`src/rtl/memory_router_if.sv`:
```
// Bus bundle shared by the arbiter's memory port, the memory router and the
// clint/print/bram slaves. The router sits on the "slave" modport.
interface memory_router_if;
    logic        memory_valid;
    logic        memory_instr;
    logic [31:0] memory_addr;
    logic [31:0] memory_wdata;
    logic [3:0]  memory_wstrb;
    logic [31:0] memory_rdata;
    logic        memory_ready;
    logic        memory_error;
    logic [2:0]  slave_valid;
    logic        slave_instr;
    logic [31:0] slave_addr;
    logic [31:0] slave_wdata;
    logic [3:0]  slave_wstrb;
    logic [95:0] slave_rdata;
    logic [2:0]  slave_ready;

    modport slave (
        input  memory_valid, memory_instr, memory_addr, memory_wdata, memory_wstrb,
        output memory_rdata, memory_ready, memory_error,
        output slave_valid, slave_instr, slave_addr, slave_wdata, slave_wstrb,
        input  slave_rdata, slave_ready
    );

    modport master (
        output memory_valid, memory_instr, memory_addr, memory_wdata, memory_wstrb,
        input  memory_rdata, memory_ready, memory_error,
        input  slave_valid, slave_instr, slave_addr, slave_wdata, slave_wstrb,
        output slave_rdata, slave_ready
    );
endinterface

```
`src/rtl/memory_router.sv`:
```
// Sequencing bus controller: registers one request, routes it to clint/print/bram
// with base-relative addressing, and answers with the slave data or an error.

module memory_router_chk (
    input logic i_clock,
    input logic i_reset,
    input logic i_memory_valid,
    input logic i_can_accept
);
    // The arbiter must hold off until memory_ready; a strobe while busy is dropped.
    a_no_strobe_while_busy: assert property (
        @(posedge i_clock) disable iff (!i_reset) i_memory_valid |-> i_can_accept
    ) else $error("memory_router: memory_valid while busy, request dropped");
endmodule

module memory_router #(
    parameter logic [31:0] CLINT_BASE = 32'h0200_0000,
    parameter logic [31:0] CLINT_TOP  = 32'h0200_C000,
    parameter logic [31:0] PRINT_BASE = 32'h1000_0000,
    parameter logic [31:0] PRINT_TOP  = 32'h1000_1000,
    parameter logic [31:0] BRAM_BASE  = 32'h8000_0000,
    parameter logic [31:0] BRAM_TOP   = 32'h8010_0000,
    parameter logic [31:0] HOST_ADDR  = 32'h8000_1000,
    parameter int unsigned TIMEOUT    = 1024
) (
    input  logic           clock,
    input  logic           reset,
    memory_router_if.slave bus,
    output logic [15:0]    error_count
);
    typedef enum logic [1:0] {
        S_IDLE     = 2'd0,
        S_WAIT     = 2'd1,
        S_RESP_ERR = 2'd2
    } state_t;

    localparam logic [15:0] TIMEOUT_LAST = 16'(TIMEOUT - 1);

    state_t      r_state;
    state_t      w_next_state;
    logic [1:0]  r_sel;
    logic [15:0] r_count;
    logic [2:0]  r_slave_valid;
    logic        r_slave_instr;
    logic [31:0] r_slave_addr;
    logic [31:0] r_slave_wdata;
    logic [3:0]  r_slave_wstrb;
    logic        r_mem_ready;
    logic        r_mem_error;
    logic [31:0] r_mem_rdata;
    logic [15:0] r_error_count;

    logic        w_mapped;
    logic [1:0]  w_dec_sel;
    logic [31:0] w_dec_base;
    logic        w_can_accept;
    logic        w_accept;
    logic        w_sel_ready;
    logic [31:0] w_sel_rdata;
    logic        w_timeout;
    logic [2:0]  w_slave_valid;
    logic        w_mem_ready;
    logic        w_mem_error;
    logic [31:0] w_mem_rdata;

    // Priority decode: clint > print > bram > tohost word (bram) > unmapped.
    always_comb begin
        w_mapped   = 1'b1;
        w_dec_sel  = 2'd0;
        w_dec_base = CLINT_BASE;
        if (bus.memory_addr >= CLINT_BASE && bus.memory_addr < CLINT_TOP) begin
            w_dec_sel  = 2'd0;
            w_dec_base = CLINT_BASE;
        end else if (bus.memory_addr >= PRINT_BASE && bus.memory_addr < PRINT_TOP) begin
            w_dec_sel  = 2'd1;
            w_dec_base = PRINT_BASE;
        end else if (bus.memory_addr >= BRAM_BASE && bus.memory_addr < BRAM_TOP) begin
            w_dec_sel  = 2'd2;
            w_dec_base = BRAM_BASE;
        end else if (bus.memory_addr == HOST_ADDR) begin
            w_dec_sel  = 2'd2;
            w_dec_base = BRAM_BASE;
        end else begin
            w_mapped   = 1'b0;
            w_dec_sel  = 2'd0;
            w_dec_base = 32'h0000_0000;
        end
    end

    // The memory_ready cycle is still busy even though the state is already IDLE.
    assign w_can_accept = (r_state == S_IDLE) && !r_mem_ready;
    assign w_accept     = w_can_accept && bus.memory_valid;
    assign w_timeout    = (r_count == TIMEOUT_LAST);

    always_comb begin
        w_sel_ready = 1'b0;
        w_sel_rdata = 32'h0000_0000;
        case (r_sel)
            2'd0: begin
                w_sel_ready = bus.slave_ready[0];
                w_sel_rdata = bus.slave_rdata[31:0];
            end
            2'd1: begin
                w_sel_ready = bus.slave_ready[1];
                w_sel_rdata = bus.slave_rdata[63:32];
            end
            2'd2: begin
                w_sel_ready = bus.slave_ready[2];
                w_sel_rdata = bus.slave_rdata[95:64];
            end
            default: begin
                w_sel_ready = 1'b0;
                w_sel_rdata = 32'h0000_0000;
            end
        endcase
    end

    always_ff @(posedge clock or negedge reset) begin
        if (!reset) begin
            r_state <= S_IDLE;
        end else begin
            r_state <= w_next_state;
        end
    end

    // Ready beats timeout when both occur in the same WAIT cycle.
    always_comb begin
        w_next_state = r_state;
        case (r_state)
            S_IDLE: begin
                if (w_accept) begin
                    w_next_state = w_mapped ? S_WAIT : S_RESP_ERR;
                end else begin
                    w_next_state = S_IDLE;
                end
            end
            S_WAIT: begin
                if (w_sel_ready) begin
                    w_next_state = S_IDLE;
                end else if (w_timeout) begin
                    w_next_state = S_RESP_ERR;
                end else begin
                    w_next_state = S_WAIT;
                end
            end
            S_RESP_ERR: w_next_state = S_IDLE;
            default:    w_next_state = S_IDLE;
        endcase
    end

    always_comb begin
        w_slave_valid = 3'b000;
        w_mem_ready   = 1'b0;
        w_mem_error   = 1'b0;
        w_mem_rdata   = 32'h0000_0000;
        case (r_state)
            S_IDLE: begin
                if (w_accept && w_mapped) begin
                    w_slave_valid = 3'b001 << w_dec_sel;
                end else begin
                    w_slave_valid = 3'b000;
                end
            end
            S_WAIT: begin
                if (w_sel_ready) begin
                    w_mem_ready = 1'b1;
                    w_mem_rdata = w_sel_rdata;
                end else begin
                    w_mem_ready = 1'b0;
                end
            end
            S_RESP_ERR: begin
                w_mem_ready = 1'b1;
                w_mem_error = 1'b1;
            end
            default: begin
                w_mem_ready = 1'b0;
            end
        endcase
    end

    always_ff @(posedge clock or negedge reset) begin
        if (!reset) begin
            r_slave_valid <= 3'b000;
            r_mem_ready   <= 1'b0;
            r_mem_error   <= 1'b0;
            r_mem_rdata   <= 32'h0000_0000;
            r_error_count <= 16'h0000;
        end else begin
            r_slave_valid <= w_slave_valid;
            r_mem_ready   <= w_mem_ready;
            r_mem_error   <= w_mem_error;
            r_mem_rdata   <= w_mem_rdata;
            if (w_mem_error && r_error_count != 16'hFFFF) begin
                r_error_count <= r_error_count + 16'd1;
            end
        end
    end

    // Request fields are held until the next accepted request.
    always_ff @(posedge clock or negedge reset) begin
        if (!reset) begin
            r_sel         <= 2'd0;
            r_count       <= 16'h0000;
            r_slave_instr <= 1'b0;
            r_slave_addr  <= 32'h0000_0000;
            r_slave_wdata <= 32'h0000_0000;
            r_slave_wstrb <= 4'h0;
        end else begin
            if (w_accept && w_mapped) begin
                r_sel         <= w_dec_sel;
                r_slave_instr <= bus.memory_instr;
                r_slave_addr  <= bus.memory_addr - w_dec_base;
                r_slave_wdata <= bus.memory_wdata;
                r_slave_wstrb <= bus.memory_wstrb;
            end
            if (w_accept) begin
                r_count <= 16'h0000;
            end else if (r_state == S_WAIT && !w_sel_ready && !w_timeout) begin
                r_count <= r_count + 16'd1;
            end
        end
    end

    assign bus.slave_valid  = r_slave_valid;
    assign bus.slave_instr  = r_slave_instr;
    assign bus.slave_addr   = r_slave_addr;
    assign bus.slave_wdata  = r_slave_wdata;
    assign bus.slave_wstrb  = r_slave_wstrb;
    assign bus.memory_ready = r_mem_ready;
    assign bus.memory_error = r_mem_error;
    assign bus.memory_rdata = r_mem_rdata;
    assign error_count      = r_error_count;

    memory_router_chk u_chk (
        .i_clock        (clock),
        .i_reset        (reset),
        .i_memory_valid (bus.memory_valid),
        .i_can_accept   (w_can_accept)
    );
endmodule

```
`src/flat_wrapper.sv`:
```
// flat-port wrapper written by rule: the top's interface ports become plain ports
module memory_router_flat 
#(
    parameter logic [31:0] CLINT_BASE = 32'h0200_0000,
    parameter logic [31:0] CLINT_TOP  = 32'h0200_C000,
    parameter logic [31:0] PRINT_BASE = 32'h1000_0000,
    parameter logic [31:0] PRINT_TOP  = 32'h1000_1000,
    parameter logic [31:0] BRAM_BASE  = 32'h8000_0000,
    parameter logic [31:0] BRAM_TOP   = 32'h8010_0000,
    parameter logic [31:0] HOST_ADDR  = 32'h8000_1000,
    parameter int unsigned TIMEOUT    = 1024
)
  (clock, reset, error_count, bus_memory_valid, bus_memory_instr, bus_memory_addr, bus_memory_wdata, bus_memory_wstrb, bus_memory_rdata, bus_memory_ready, bus_memory_error, bus_slave_valid, bus_slave_instr, bus_slave_addr, bus_slave_wdata, bus_slave_wstrb, bus_slave_rdata, bus_slave_ready);
  memory_router_if bus_i ();
  input  logic clock;
  input  logic reset;
  output logic [15:0] error_count;
  input wire logic [$bits(bus_i.memory_valid)-1:0] bus_memory_valid;
  input wire logic [$bits(bus_i.memory_instr)-1:0] bus_memory_instr;
  input wire logic [$bits(bus_i.memory_addr)-1:0] bus_memory_addr;
  input wire logic [$bits(bus_i.memory_wdata)-1:0] bus_memory_wdata;
  input wire logic [$bits(bus_i.memory_wstrb)-1:0] bus_memory_wstrb;
  output wire logic [$bits(bus_i.memory_rdata)-1:0] bus_memory_rdata;
  output wire logic [$bits(bus_i.memory_ready)-1:0] bus_memory_ready;
  output wire logic [$bits(bus_i.memory_error)-1:0] bus_memory_error;
  output wire logic [$bits(bus_i.slave_valid)-1:0] bus_slave_valid;
  output wire logic [$bits(bus_i.slave_instr)-1:0] bus_slave_instr;
  output wire logic [$bits(bus_i.slave_addr)-1:0] bus_slave_addr;
  output wire logic [$bits(bus_i.slave_wdata)-1:0] bus_slave_wdata;
  output wire logic [$bits(bus_i.slave_wstrb)-1:0] bus_slave_wstrb;
  input wire logic [$bits(bus_i.slave_rdata)-1:0] bus_slave_rdata;
  input wire logic [$bits(bus_i.slave_ready)-1:0] bus_slave_ready;
  assign bus_i.memory_valid = bus_memory_valid;
  assign bus_i.memory_instr = bus_memory_instr;
  assign bus_i.memory_addr = bus_memory_addr;
  assign bus_i.memory_wdata = bus_memory_wdata;
  assign bus_i.memory_wstrb = bus_memory_wstrb;
  assign bus_memory_rdata = bus_i.memory_rdata;
  assign bus_memory_ready = bus_i.memory_ready;
  assign bus_memory_error = bus_i.memory_error;
  assign bus_slave_valid = bus_i.slave_valid;
  assign bus_slave_instr = bus_i.slave_instr;
  assign bus_slave_addr = bus_i.slave_addr;
  assign bus_slave_wdata = bus_i.slave_wdata;
  assign bus_slave_wstrb = bus_i.slave_wstrb;
  assign bus_i.slave_rdata = bus_slave_rdata;
  assign bus_i.slave_ready = bus_slave_ready;
  memory_router #(.CLINT_BASE(CLINT_BASE), .CLINT_TOP(CLINT_TOP), .PRINT_BASE(PRINT_BASE), .PRINT_TOP(PRINT_TOP), .BRAM_BASE(BRAM_BASE), .BRAM_TOP(BRAM_TOP), .HOST_ADDR(HOST_ADDR), .TIMEOUT(TIMEOUT)) u_core (.clock(clock), .reset(reset), .bus(bus_i), .error_count(error_count));
endmodule
```
`config.mk`:
```
export PLATFORM = sky130hd
export DESIGN_NAME = memory_router_flat
export DESIGN_NICKNAME = d
export VERILOG_FILES = /design/src/rtl/memory_router_if.sv /design/src/rtl/memory_router.sv /design/src/flat_wrapper.sv
export SDC_FILE = /design/constraint.sdc
export NUM_CORES = 1
export LEC_CHECK = 0
export ABC_CLOCK_PERIOD_IN_PS = 2400
export BUFFER_PORTS_ARGS = -buffer_cell sky130_fd_sc_hd__buf_2
export CAP_MARGIN = 25
export CORE_UTILIZATION = 47
export DETAILED_ROUTE_END_ITERATION = 6
export PLACE_DENSITY = 0.77
export SYNTH_ARGS = -nofsm -noshare
export SYNTH_HDL_FRONTEND = slang
export SYNTH_HIERARCHICAL = 1
export SYNTH_SLANG_ARGS = --single-unit
```
`constraint.sdc`:
```
create_clock -name clock -period 2.4 [get_ports clock]
set_input_delay 0.24 -clock clock [delete_from_list [all_inputs] [get_ports clock]]
set_output_delay 0.24 -clock clock [all_outputs]
set_load 0.02 [all_outputs]
```
[After elaboration in Yosys (flattened, before gate mapping)]
Index checks and enable logic that the tools add are counted.
Word-level totals
  output and inout port bits: 122
  register bits: 142
  input port bits: 171
  word-level logic and storage cells: 72
Cells by class
  equality and inequality tests: 7
  shifts and indexed selects: 1
  mux-type cells: 28
  magnitude comparators: 6
  reductions and logical operators: 15
  add/sub/neg operators: 3
Operator list (number)
  2-to-1 mux 32 bit: 6
  case mux 32 bit (3 select lines): 1
  adder 16 x 1 -> 16 bit, second input constant: 2
  equality test 32 bit, second input constant: 1
  greater-or-equal comparator 32 x 26 -> 1 bit, second input constant: 1
  greater-or-equal comparator 32 x 29 -> 1 bit, second input constant: 1
  greater-or-equal comparator 32 bit, second input constant: 1
  < comparator 32 x 26 -> 1 bit, second input constant: 1
  < comparator 32 x 29 -> 1 bit, second input constant: 1
  < comparator 32 bit, second input constant: 1
  2-to-1 mux 16 bit: 2
  subtractor 32 bit: 1
  equality test 16 x 10 -> 1 bit, second input constant: 1
  2-to-1 mux 2 bit: 8
  != test 16 bit, second input constant: 1
  logical AND 1 bit: 9
  2-to-1 mux 1 bit: 6
  2-to-1 mux 3 bit: 2
  equality test 2 x 1 -> 1 bit, second input constant: 2
  equality test 2 bit, second input constant: 2
  zero test 2 bit: 2
  case mux 2 bit (2 select lines): 1
  zero test 1 bit: 3
  case mux 1 bit (3 select lines): 1
  other kinds (3): 3

[Logic depth before layout (Yosys ltp)]
Gate-level depths: netlist (run 1).
  depth after elaboration: 8
  mapped depth: 10
  depth with buffers taken out: 10

[Worst setup path before layout (run 1)]
OpenSTA, ideal clock, no wires.
  kind: in2reg
  start point: in bus_memory_addr[24]
  end point: reg u_core.r_slave_addr[30] (netlist: u_core/bus.slave_addr[30])
  setup time: 125 ps
  required time: 2275 ps
  stages: 7
  slack: 239 ps
  path buffers: 0
  data arrival time: 2037 ps
  cells stage by stage: nor3_1 > nand3_1 > or4_1 > ha_1 > a211oi_1 > xor2_1 > mux2_2
On the way
  word-level cells in the longest chain between the ends: 6
Ends and longest elaborated chain
  start, declared: RTL line flat_wrapper.sv:20  | input wire logic [$bits(bus_i.memory_addr)-1:0] bus_memory_addr;
  greater-or-equal comparator 32 bit, or another cell as far along: RTL line memory_router.sv:77  | end else if (bus.memory_addr >= BRAM_BASE && bus.memory_addr < BRAM_TOP) begin
  logical AND 1 bit or 2-to-1 mux 1 bit (tied branches): RTL line memory_router.sv:77, memory_router.sv:80
  2-to-1 mux 32 bit or 2-to-1 mux 1 bit (tied branches): RTL line memory_router.sv:77
  2-to-1 mux 32 bit or 2-to-1 mux 1 bit (tied branches): RTL line memory_router.sv:74  | end else if (bus.memory_addr >= PRINT_BASE && bus.memory_addr < PRINT_TOP) begin
  2-to-1 mux 32 bit or 2-to-1 mux 1 bit (tied branches): RTL line memory_router.sv:71  | if (bus.memory_addr >= CLINT_BASE && bus.memory_addr < CLINT_TOP) begin
  subtractor 32 bit or logical AND 1 bit (tied branches): RTL line memory_router.sv:213, memory_router.sv:210
  end signal, assigned: RTL line memory_router.sv:213  | r_slave_addr <= bus.memory_addr - w_dec_base;
  end, declared: RTL line memory_router.sv:45  | logic [31:0] r_slave_addr;
Parallel ways exist; a longest one is shown, timed or not.
A chain may end at the register's enable or synchronous reset.

[Worst setup path in the final report (run 1)]
  start point: reg u_core.r_state[0]
  end point: reg u_core.r_slave_addr[0] (netlist: u_core/bus.slave_addr[0])
On the way
  word-level cells in the longest chain between the ends: 4
Ends and longest elaborated chain
  start, declared: RTL line memory_router.sv:39  | state_t r_state;
  start signal, assigned: RTL line memory_router.sv:122  | r_state <= w_next_state;
  zero test 2 bit: RTL line memory_router.sv:91  | assign w_can_accept = (r_state == S_IDLE) && !r_mem_ready;
  logical AND 1 bit: RTL line memory_router.sv:91
  logical AND 1 bit: RTL line memory_router.sv:92  | assign w_accept = w_can_accept && bus.memory_valid;
  logical AND 1 bit: RTL line memory_router.sv:210  | if (w_accept && w_mapped) begin
No other way between the ends.

==> results of run 1 <==
-- synthesized netlist by cell type (all sizes together) --
| cell | number | share of area (%) |
|---|---|---|
| a21boi | 1 | 0.12 |
| nand3 | 12 | 0.95 |
| or2 | 2 | 0.24 |
| nand4bb | 1 | 0.18 |
| nor4 | 11 | 1.3 |
| and3 | 6 | 0.60 |
| nor3b | 1 | 0.12 |
| nor3 | 12 | 0.95 |
| nand2b | 1 | 0.099 |
| or3 | 2 | 0.20 |
| nand2 | 18 | 1.1 |
| nand3b | 2 | 0.24 |
| a41oi | 1 | 0.14 |
| o211ai | 1 | 0.20 |
| ha | 8 | 1.6 |
| nand4 | 8 | 0.79 |
| nor2b | 1 | 0.099 |
| xnor2 | 23 | 3.2 |
| and3b | 1 | 0.16 |
| o21ai | 4 | 0.32 |
| and2 | 6 | 0.60 |
| buf | 11 | 0.85 |
| dfrtp | 142 | 56 |
| o31ai | 1 | 0.12 |
| and4 | 2 | 0.28 |
| nor4b | 1 | 0.14 |
| a21oi | 36 | 2.9 |
| clkbuf | 15 | 1.1 |
| a211oi | 1 | 0.12 |
| mux2 | 64 | 11 |
| mux2i | 37 | 5.9 |
| xor2 | 8 | 1.1 |
| a21o | 2 | 0.24 |
| nor2 | 90 | 5.4 |
| or4 | 2 | 0.30 |
| inv | 11 | 0.66 |
-- final timing paths --
path / end / slack (ps)
worst max-delay path: u_core/bus.slave_addr[0] / 270
worst min-delay path: u_core/bus.slave_addr[10] / 50
worst max register to register: u_core/bus.slave_addr[0] / 270
worst min register to register: u_core/error_count[4] / 480
max in group asynchronous: u_core/r_count[4] / 1360
min in group asynchronous: u_core/bus.slave_addr[10] / 390
-- flip-flops by register name, summed over array words and instances (netlist names), 2 cells and up --
name,cells
u_core/bus.memory_rdata,32
u_core/bus.slave_addr,32
u_core/bus.slave_wdata,32
u_core/error_count,16
u_core/r_count,16
u_core/bus.slave_wstrb,4
u_core/bus.slave_valid,3
u_core/r_sel,2
u_core/r_state,2
-- layout make-up --
class | count | area share [%]
repair buffers | 309 | 19.1
well taps | 172 | 2.50
clock inverters | 11 | 1.28
multi-input cells | 366 | 30.1
inverters | 11 | 0.479
flip-flops and latches | 142 | 41.2
clock buffers | 21 | 5.34
-- kinds of logic (layout without fill, tap and decap cells) --
logic type / count (synthesis) / after routing / synth area share, %
AOI/OAI and AO/OA: 47 / 47 / 4.11
xor gates and xnor gates: 31 / 31 / 4.31
adders and majority gates: 8 / 8 / 1.59
buffers and inverters: 37 / 352 / 2.56
DFF: 142 / 142 / 56.4
muxes: 101 / 101 / 17.3
and+or+nand+nor: 179 / 179 / 13.7
-- power by group through the flow --
stage          registers, mW  clock network (mW)  logic [mW]
4_1_cts                 2.52                2.55       0.558
3_5_place_dp            2.56                   0       0.549
6_report                2.52                2.50       0.549
3_3_place_gp            2.56                   0       0.533
2_1_floorplan           2.62                   0       0.164
5_1_grt                 2.53                2.66       0.609
-- metrics by stage --
stage                     utilization [%]  setup TNS, ps
after detailed placement             62.7           -337
after floorplan                         -              0
after global placement               62.6          -99.9
after global routing                 67.2              0
final                                67.2              0
after CTS                            67.2              0
-- per-layer routing --
layer	share of wire [%]	vias up	global-route usage [%]
li1	-	2485	-
met1	40	2567	29.6
met2	53	185	43.4
met3	4.9	34	5.62
met4	2.4	0	10.0
met5	0	-	0
==> metrics.cfg, run 1 <==
[route]
drc = 0
viasPerCell = 5.11
wl_um = 16500
drtIter0Drc = 245
ant_nets = 0
routedWlPerCell_um = 16.0
routed-via-count = 5271
dr.pass1.iters = 4

[place]
detailed_place_hpwl_um = 12400
gp_congestion = 0.891
portBuffers = 292
pre_cts_ws_ps = -121
place_area_um2 = 8040
placedCellCount = 999

[worst_hold_path]
hp-start = bus_memory_addr[10]
hold_class = input port to register
hold_depth = 2

[sta]
tightest_slew_ps = 705
fin_skew_ps = 10.3
final.setup.worst_slack_ps = 272
finalHoldViolations = 0
hold_ws_ps = 51.0
finalMaxSlewViolations = 0
rsz0062_at_grt = false
max_freq_ghz = 0.470
period_needed_ps = 2130
finalSetupViolCount = 0
maxSlewHeadroom_pct = 52.9
finalCritPeriodShare_pct = 88.7

[clock_tree]
cts_sinks = 142
clk_pin_slew_ps = 60
postCtsSetupRepairBufs = 0
numCtsBuffers = 17
ctsHoldBuffers = 1
clock_latency_ps = 420
cts-resized-gates = 0
max-clock-path-buffers = 2
h-tree-depth = 4
cts-root-buf = clkbuf_16
cts_tree = built

[final_layout]
seqCellArea_um2 = 3550
mostFrequentLayoutCells = 291 x buf_2, 141 x dfrtp_1, 90 x nor2_1, 64 x mux2_2, 37 x mux2i_1
area_delta_synth_final_pct = 36.9
n_fill_cell = 958
mostFrequentLayoutCell = buf_2
drive_gt1_share_pct = 47.8
diodes = 0
multi_input_area_um2 = 2600
nets = 1026
final_area_um2 = 8620
fin_cells = 1032

[pwr]
pwr-share-clk_pct = 44.9
irDropWorstVdd_v = 0.000576
leakage_nw = 4.73
netSwitchingPower_mw = 1.39
p_comb_share_pct = 9.8
swShare_pct = 24.9
total_power_mw = 5.57
pwr-share-seq_pct = 45.2
p_int_mw = 4.19
power_density_nw_per_um2 = 646

[synth]
yosysWarnings = 6
syn_inst = 545
synthesis.area_um2 = 6300
synth_seq_area_share_pct = 56.4
synth_cell_types = 42
synth.net_count = 724
syn_avg_cell_area_um2 = 11.6
ys_seq_elements = 142

[critical_path]
endpoint_kind = register
critical_path_depth = 7
r2r_start = u_core/r_state[0]
crit_buf_inv = 2
path_cells = inv_1, ha_1, nand3b_1, nor3_1, a21oi_4, buf_12, mux2_2
cp.arrival_ps = 2420
slowest_delay_ps = 400
cp-start-kind = register
slowest_stage = mux2_2
cp_max_fo = 68
path_class = register to register
crit_path_start = u_core/r_state[0]
r2r_cells = 7
path_delay_family = buffers and inverters
critical_path_required_ps = 2690

[global_routing]
grt_pass1_vias = 5532
antenna_found_initial = 0
overflow = 0
grt_pass1_wl_um = 27200
grt_max_degree = 69
grtUsageTotal_pct = 24.9

[floorplan]
core-area_um2 = 12800
io-pin-count = 293
die_h_um = 118
die_area_um2 = 13900
dieWidth_um = 118
initial_utilization_pct = 49.1
rows = 41

[run]
cap_violations = 0

[run_status]
outcome = finished, final reports clean

Power figures use the tool's default switching activity.
==> run 2: changes to the inputs <==
- ABC_AREA: unset -> 1
- CORE_UTILIZATION: 47 -> 48
==> run 2 against run 1 <==
Compared with the run above: core utilization shrank 0.69 points; sequential share of layout area shrank 1.4 points; critical path depth increased by 1; critical path type unchanged; largest cell class unchanged; clock power is 5% higher; routed wire length up 16%; synthesized area rose by 5.8%; final cell count is 25% higher; sequential power grew 4%; first-iteration DRC count is 74% higher; synthesized cell count is 50% higher; highest routed layer unchanged.
==> metrics.cfg, run 2 <==
[sta]
fin_skew_ps = 2.62  ; -7.67 ps
finalCritPeriodShare_pct = 85.0  ; -3.7 points
final.setup.worst_slack_ps = 360  ; +88.1 ps
period_needed_ps = 2040  ; -88.1 ps
tightest_slew_ps = 642  ; -62.5 ps
max_freq_ghz = 0.490  ; +4.3%
setup_tns_ps = 0  ; unchanged
finalSetupViolCount = 0  ; unchanged
rsz0062_at_grt = false
finalHoldViolations = 0  ; unchanged
maxSlewHeadroom_pct = 57.1  ; +4.3 points
finalMaxSlewViolations = 0  ; unchanged

[floorplan]
die_h_um = 120  ; +1.8%
dieWidth_um = 120  ; +1.8%
io-pin-count = 293  ; unchanged
initial_utilization_pct = 49.8  ; +0.64 points
rows = 42  ; +2.4%
core-area_um2 = 13400  ; +4.5%
die_area_um2 = 14400  ; +3.6%

[final_layout]
n_fill_cell = 1166  ; +22%
mostFrequentLayoutCell = nand2_1
final_area_um2 = 8920  ; +3.4%
nets = 1281  ; +25%
drive_gt1_share_pct = 31.5  ; -16 points
fin_cells = 1292  ; +25%
mostFrequentLayoutCells = 321 x nand2_1, 291 x buf_2, 142 x dfrtp_1, 98 x nand3_1, 43 x inv_1
area_delta_synth_final_pct = 33.7

[critical_path]
cp_max_fo = 27  ; -60%
cp.arrival_ps = 2310  ; -110 ps
cpMostUsedCell = nor2_2
path_class = register to register
path_cells = ha_1, nand3_1, inv_1, nand2_1, nor2_2, nor2_2, nor2_4, o21ai_0
r2r_end = u_core/r_count[15]
crit_path_start = u_core/r_count[0]
critical_path_required_ps = 2670  ; -20 ps
crit_end = u_core/r_count[15]
r2r_cells = 8  ; +1
endpoint_kind = register
cp-start-kind = register
slowest_stage = nor2_4
slowest_delay_ps = 440  ; +40 ps
r2r_start = u_core/r_count[0]
ff2ff_setup_slack_ps = 360  ; +90 ps

[synth]
syn_inst = 815  ; +50%
synthesis.area_um2 = 6670  ; +5.8%
synthMuxAreaShare_pct = 0  ; -17 points
synth-simple-area-share_pct = 31.5  ; +18 points
synth_most_common_cell = nand2_1
synth_top_family_by_area = simple AND/OR/NAND/NOR gates
synth.area.top_cells = dfrtp_1 53%, nand2_1 18%, nand3_1 7.4%, a31oi_1 3.0%, inv_1 2.4%
synth.net_count = 994  ; +37%
synth_compound_area_share_pct = 5.59  ; +1.5 points
synth_top_area_share_pct = 53.3  ; -3.1 points
synth-xor-area-share_pct = 2.76  ; -1.6 points
yosysWarnings = 6  ; unchanged
synth_seq_area_share_pct = 53.3  ; -3.1 points
syn_avg_cell_area_um2 = 8.18  ; -29%
synth_cell_types = 29  ; -31%
synth_ff_type = dfrtp_1
synthTopCellsByCount = 321 x nand2_1, 142 x dfrtp_1, 98 x nand3_1, 43 x inv_1, 39 x nor2_1
synthArstFlopShare_pct = 100  ; unchanged
ys_seq_elements = 142  ; unchanged
netlist.top_cell.by_area = dfrtp_1
synth_fa_ha_area_share_pct = 1.50  ; -0.088 points
synth_edf_count = 0  ; unchanged

[global_routing]
overflow = 0  ; unchanged
grt_pass1_vias = 6313  ; +14%
grt_max_degree = 67  ; -2.9%
grtUsageTotal_pct = 27.5  ; +2.6 points
antenna_found_initial = 1  ; +1
grt_pass1_wl_um = 30800  ; +13%

[route]
drc = 0  ; unchanged
wl_um = 19200  ; +16%
drtIter0Drc = 427  ; +74%
routedWlPerCell_um = 14.8  ; -7.2%
routed-via-count = 6619  ; +26%
viasPerCell = 5.12  ; +0.30%
ant_nets = 0  ; unchanged
dr.pass1.iters = 6  ; +2

[place]
place_area_um2 = 8310  ; +3.3%
gp_congestion = 0.891  ; unchanged
detailed_place_hpwl_um = 13900  ; +12%
placedCellCount = 1258  ; +26%
portBuffers = 292  ; unchanged
pre_cts_ws_ps = 338  ; +460 ps

[run]
cap_violations = 0  ; unchanged

[worst_hold_path]
hold_class = input port to register

[clock_tree]
clk_pin_slew_ps = 60  ; about the same
h-tree-depth = 4  ; unchanged
cts_sinks = 142  ; unchanged
numCtsBuffers = 17  ; unchanged
cts-root-buf = clkbuf_16
clock_latency_ps = 420  ; about the same
cts_tree = built
max-clock-path-buffers = 2  ; unchanged
cts-resized-gates = 0  ; unchanged

[pwr]
leakage_nw = 5.01  ; +5.9%
pwr-share-clk_pct = 43.6  ; -1.3 points
swShare_pct = 26.7  ; +1.8 points
pwr-share-seq_pct = 43.4  ; -1.8 points
netSwitchingPower_mw = 1.61  ; +16%
irDropWorstVdd_v = 0.000477  ; -17%
p_int_mw = 4.42  ; +5.7%
power_density_nw_per_um2 = 677  ; +4.7%
p_comb_share_pct = 12.9  ; +3.1 points

[run_status]
outcome = finished, final reports clean

==> run 2: logic make-up after synthesis <==
logic type                 count (synthesis)
and+or+nand+nor                          500
buffers and inverters                     82
adders and majority gates                  8
xor gates and xnor gates                  21
AOI/OAI and AO/OA                         62
DFF                                      142
==> run 2: worst min-delay path by stage <==
stage                                    from                        end  slack [ps]  cells past startpoint
final                     bus_memory_wstrb[2]  u_core/bus.slave_wstrb[2]          50                      3
after global routing      bus_memory_wstrb[3]  u_core/bus.slave_wstrb[3]          40                      3
after detailed placement                reset  u_core/bus.slave_addr[22]         280                      1
after CTS                 bus_memory_wstrb[2]  u_core/bus.slave_wstrb[2]          30                      3
after global placement                  reset  u_core/bus.slave_addr[26]         270                      1
after floorplan                         reset    u_core/bus.memory_error         -60                      0
==> run 2: cell type report <==
cell class,count,area (µm²),share of cell area [%]
sequential,142,3550,39.8
multi-input combinational,591,2770,31.0
timing repair buffer,306,1610,18.1
clock buffer,17,425,4.77
tap,176,220,2.47
clock inverter,15,171,1.92
inverter,44,165,1.85
antenna,1,2.50,0.0281
==> run 2: critical path: cells and delay by family (launching register included) <==
family	cells	cell delay, ps
AO/OA/AOI/OAI	1	190
adder cells (fa/ha/maj)	1	220
buffers and inverters	1	140
flip-flops	1	380
AND/OR/NAND/NOR	5	950
==> run 2: metrics by stage <==
| stage | hold WS (ps) | power (mW) | util, % |
|---|---|---|---|
| after floorplan | -55.6 | 3.04 | - |
| after global placement | 265 | 3.43 | 62.0 |
| after detailed placement | 275 | 3.44 | 62.0 |
| after CTS | 32.0 | 6.07 | 66.5 |
| after global routing | 44.6 | 6.27 | 66.5 |
| final | 49.4 | 6.03 | 66.5 |
==> run 2: power groups by stage <==
stage                     Clock [mW]  Combinational, mW  Sequential, mW
final                           2.63              0.779            2.62
after global routing            2.78              0.858            2.64
after CTS                       2.67              0.785            2.62
after detailed placement           0              0.781            2.66
after global placement             0              0.769            2.66
after floorplan                    0              0.245            2.80
==> run 2: what timing repair did <==
action / 4_1_cts / 5_1_grt
endpoints found under the hold margin: 62 / 0
hold buffers: 1 / 0
setup buffers: 0 / 0
==> run 2: per-layer routing <==
metal | GRT usage (%) | wire [µm] | up-vias | part of all wire [%]
li1 | - | - | 3210 | -
met1 | 34.5 | 7960 | 3106 | 42
met2 | 45.3 | 9490 | 267 | 50
met3 | 7.27 | 1240 | 36 | 6.5
met4 | 10.8 | 466 | 0 | 2.4
met5 | 0 | 0 | - | 0
==> run 3: changes to the inputs <==
- CELL_PAD_IN_SITES_DETAIL_PLACEMENT: unset -> 2
- CELL_PAD_IN_SITES_GLOBAL_PLACEMENT: unset -> 2
- CORE_UTILIZATION: 48 -> 26
- PLACE_DENSITY: 0.77 -> 0.76
==> run 3 against run 2 <==
Compared with the run above: power is 0.74% higher; via count is 3.1% higher; hold slack worse by 13 ps; first-iteration DRC count is 48% lower; sequential power hardly changed; routed wire length is 37% higher; largest cell class unchanged; maximum frequency is 0.29% higher; cell area is 2.4% higher; critical path depth is 1 higher; core utilization is 30 points lower.
==> metrics.cfg, run 3 (same netlist as run 2, synthesis figures left out) <==
[pwr]
p_int_mw = 4.28  ; -3.3%
p_comb_share_pct = 13.5  ; +0.6 points
swShare_pct = 29.6  ; +3.0 points
leakage_nw = 5.03  ; +0.35%
pwr-share-clk_pct = 43.2  ; -0.4 points
irDropWorstVdd_v = 0.000305  ; -36%
netSwitchingPower_mw = 1.80  ; +12%
power_density_nw_per_um2 = 666  ; -1.6%
total_power_mw = 6.08  ; +0.74%
pwr-share-seq_pct = 43.3  ; about the same

[sta]
finalMaxSlewViolations = 0  ; unchanged
hold_ws_ps = 36.4  ; -12.9 ps
period_needed_ps = 2030  ; -5.96 ps
maxSlewHeadroom_pct = 55.3  ; -1.8 points
max_freq_ghz = 0.492  ; +0.29%
tightest_slew_ps = 665  ; +22.9 ps
fin_skew_ps = 15.6  ; +13.0 ps
finalSetupViolCount = 0  ; unchanged
finalHoldViolations = 0  ; unchanged
final.setup.worst_slack_ps = 366  ; +5.96 ps
setup_tns_ps = 0  ; unchanged
rsz0062_at_grt = false
finalCritPeriodShare_pct = 84.8  ; -0.25 points

[final_layout]
mostFrequentLayoutCells = 321 x nand2_1, 291 x buf_2, 142 x dfrtp_1, 98 x nand3_1, 43 x inv_1
nets = 1288  ; +0.55%
multi_input_area_um2 = 2770  ; unchanged
area_delta_synth_final_pct = 36.9
seqCellArea_um2 = 3550  ; unchanged
mostFrequentLayoutCell = nand2_1
drive_gt1_share_pct = 31.8  ; +0.34 points
n_fill_cell = 3008  ; +160%

[global_routing]
grtUsageTotal_pct = 20.7  ; -6.8 points
grt_max_degree = 53  ; -21%
grt_pass1_vias = 7579  ; +20%
antenna_found_initial = 3  ; +2
overflow = 0  ; unchanged
grt_pass1_wl_um = 41800  ; +36%

[critical_path]
cp-start-kind = register
critical_path_required_ps = 2680  ; about the same
endpoint_kind = register
cp.arrival_ps = 2320  ; about the same
cp_max_fo = 27  ; unchanged
path_class = register to register

[clock_tree]
numCtsBuffers = 17  ; unchanged
max-clock-path-buffers = 2  ; unchanged
cts_sinks = 142  ; unchanged
clk_pin_slew_ps = 70  ; about the same
postCtsSetupRepairBufs = 0  ; unchanged
cts-root-buf = clkbuf_16
h-tree-depth = 4  ; unchanged
cts_tree = built
clock_latency_ps = 440  ; +20 ps

[route]
routed-via-count = 6822  ; +3.1%
ant_nets = 0  ; unchanged
dr.pass1.iters = 4  ; -2
viasPerCell = 4.69  ; -8.4%
drtIter0Drc = 220  ; -48%
wl_um = 26300  ; +37%
routedWlPerCell_um = 18.1  ; +22%
drc = 0  ; unchanged

[floorplan]
io-pin-count = 293  ; unchanged
core-area_um2 = 25200  ; +88%
dieWidth_um = 162  ; +35%
initial_utilization_pct = 26.5  ; -23 points
die_h_um = 162  ; +35%
rows = 58  ; +38%
die_area_um2 = 26300  ; +83%

[place]
detailed_place_hpwl_um = 19800  ; +42%
pre_cts_ws_ps = 300  ; -37.8 ps
gp_congestion = 0.789  ; -11%
portBuffers = 292  ; unchanged

[run]
cap_violations = 0  ; unchanged

[run_status]
outcome = finished, final reports clean

[worst_hold_path]
hold_class = input port to register

run 3: cell count changes in the layout (fill, tap and decap cells not counted), sizes merged:
cell,change
bufinv,-2
buf,+7
inv,+3
clkinv,-2
diode,+1
clkbuf,+2
clkinvlp,-1
run 3: path summary, 6_finish.rpt:
check	cells after the start	start	endpoint	slack, ps
setup reg to reg	9	u_core/r_count[1]	u_core/r_count[5]	370
setup / recovery	9	u_core/r_count[1]	u_core/r_count[5]	370
min in group asynchronous	2	reset	u_core/bus.slave_addr[10]	340
hold / removal	3	bus_memory_wdata[0]	u_core/bus.slave_wdata[0]	40
max in group asynchronous	3	reset	u_core/r_sel[0]	1380
hold reg to reg	2	u_core/bus.slave_addr[4]	u_core/bus.slave_addr[4]	470
run 3: cell type report:
cell class,instances,area share (%)
clock inverter,13,1.44
clock buffer,19,4.85
timing repair buffer,313,18.1
antenna,2,0.0548
sequential,142,38.9
multi-input combinational,591,30.3
inverter,44,1.81
tap,330,4.52
run 3: routing by layer:
metal  track usage, %  vias up  wire length, µm
met3             6.10       33             1660
li1                 -     3218                -
met5                0        -               13
met1             23.0     3380            10400
met4             6.26        2              471
met2             37.9      189            13700
run 3: power groups by stage:
stage          registers, mW  logic [mW]  clock network [mW]
6_report                2.63       0.823                2.62
5_1_grt                 2.65       0.913                2.79
4_1_cts                 2.63       0.847                2.71
3_5_place_dp            2.68       0.840                   0
3_3_place_gp            2.66       0.812                   0
2_1_floorplan           2.80       0.245                   0
run 3: critical path, cell delays in order, from the launching register on:
cell     delay (ps)
dfrtp_1         400
ha_1            260
nand3_1         140
inv_1           140
nand2_1         110
nor2_2          190
nor2_2          120
nor2_4           80
buf_4           270
o21ai_0         170
run 3: per-stage QoR:
| stage | cells | instance area (µm²) | utilization [%] |
|---|---|---|---|
| after floorplan | 815 | 6670 | - |
| after global placement | 1419 | 8540 | 33.9 |
| after detailed placement | 1419 | 8540 | 33.9 |
| after CTS | 1452 | 9130 | 36.2 |
| after global routing | 1452 | 9130 | 36.2 |
| final | 1454 | 9130 | 36.3 |
run 3: what timing repair did:
| action | in CTS | in global routing |
|---|---|---|
| resized for setup | 0 | 0 |
| hold buffers | 1 | 0 |
| hold endpoints to repair | 44 | 0 |
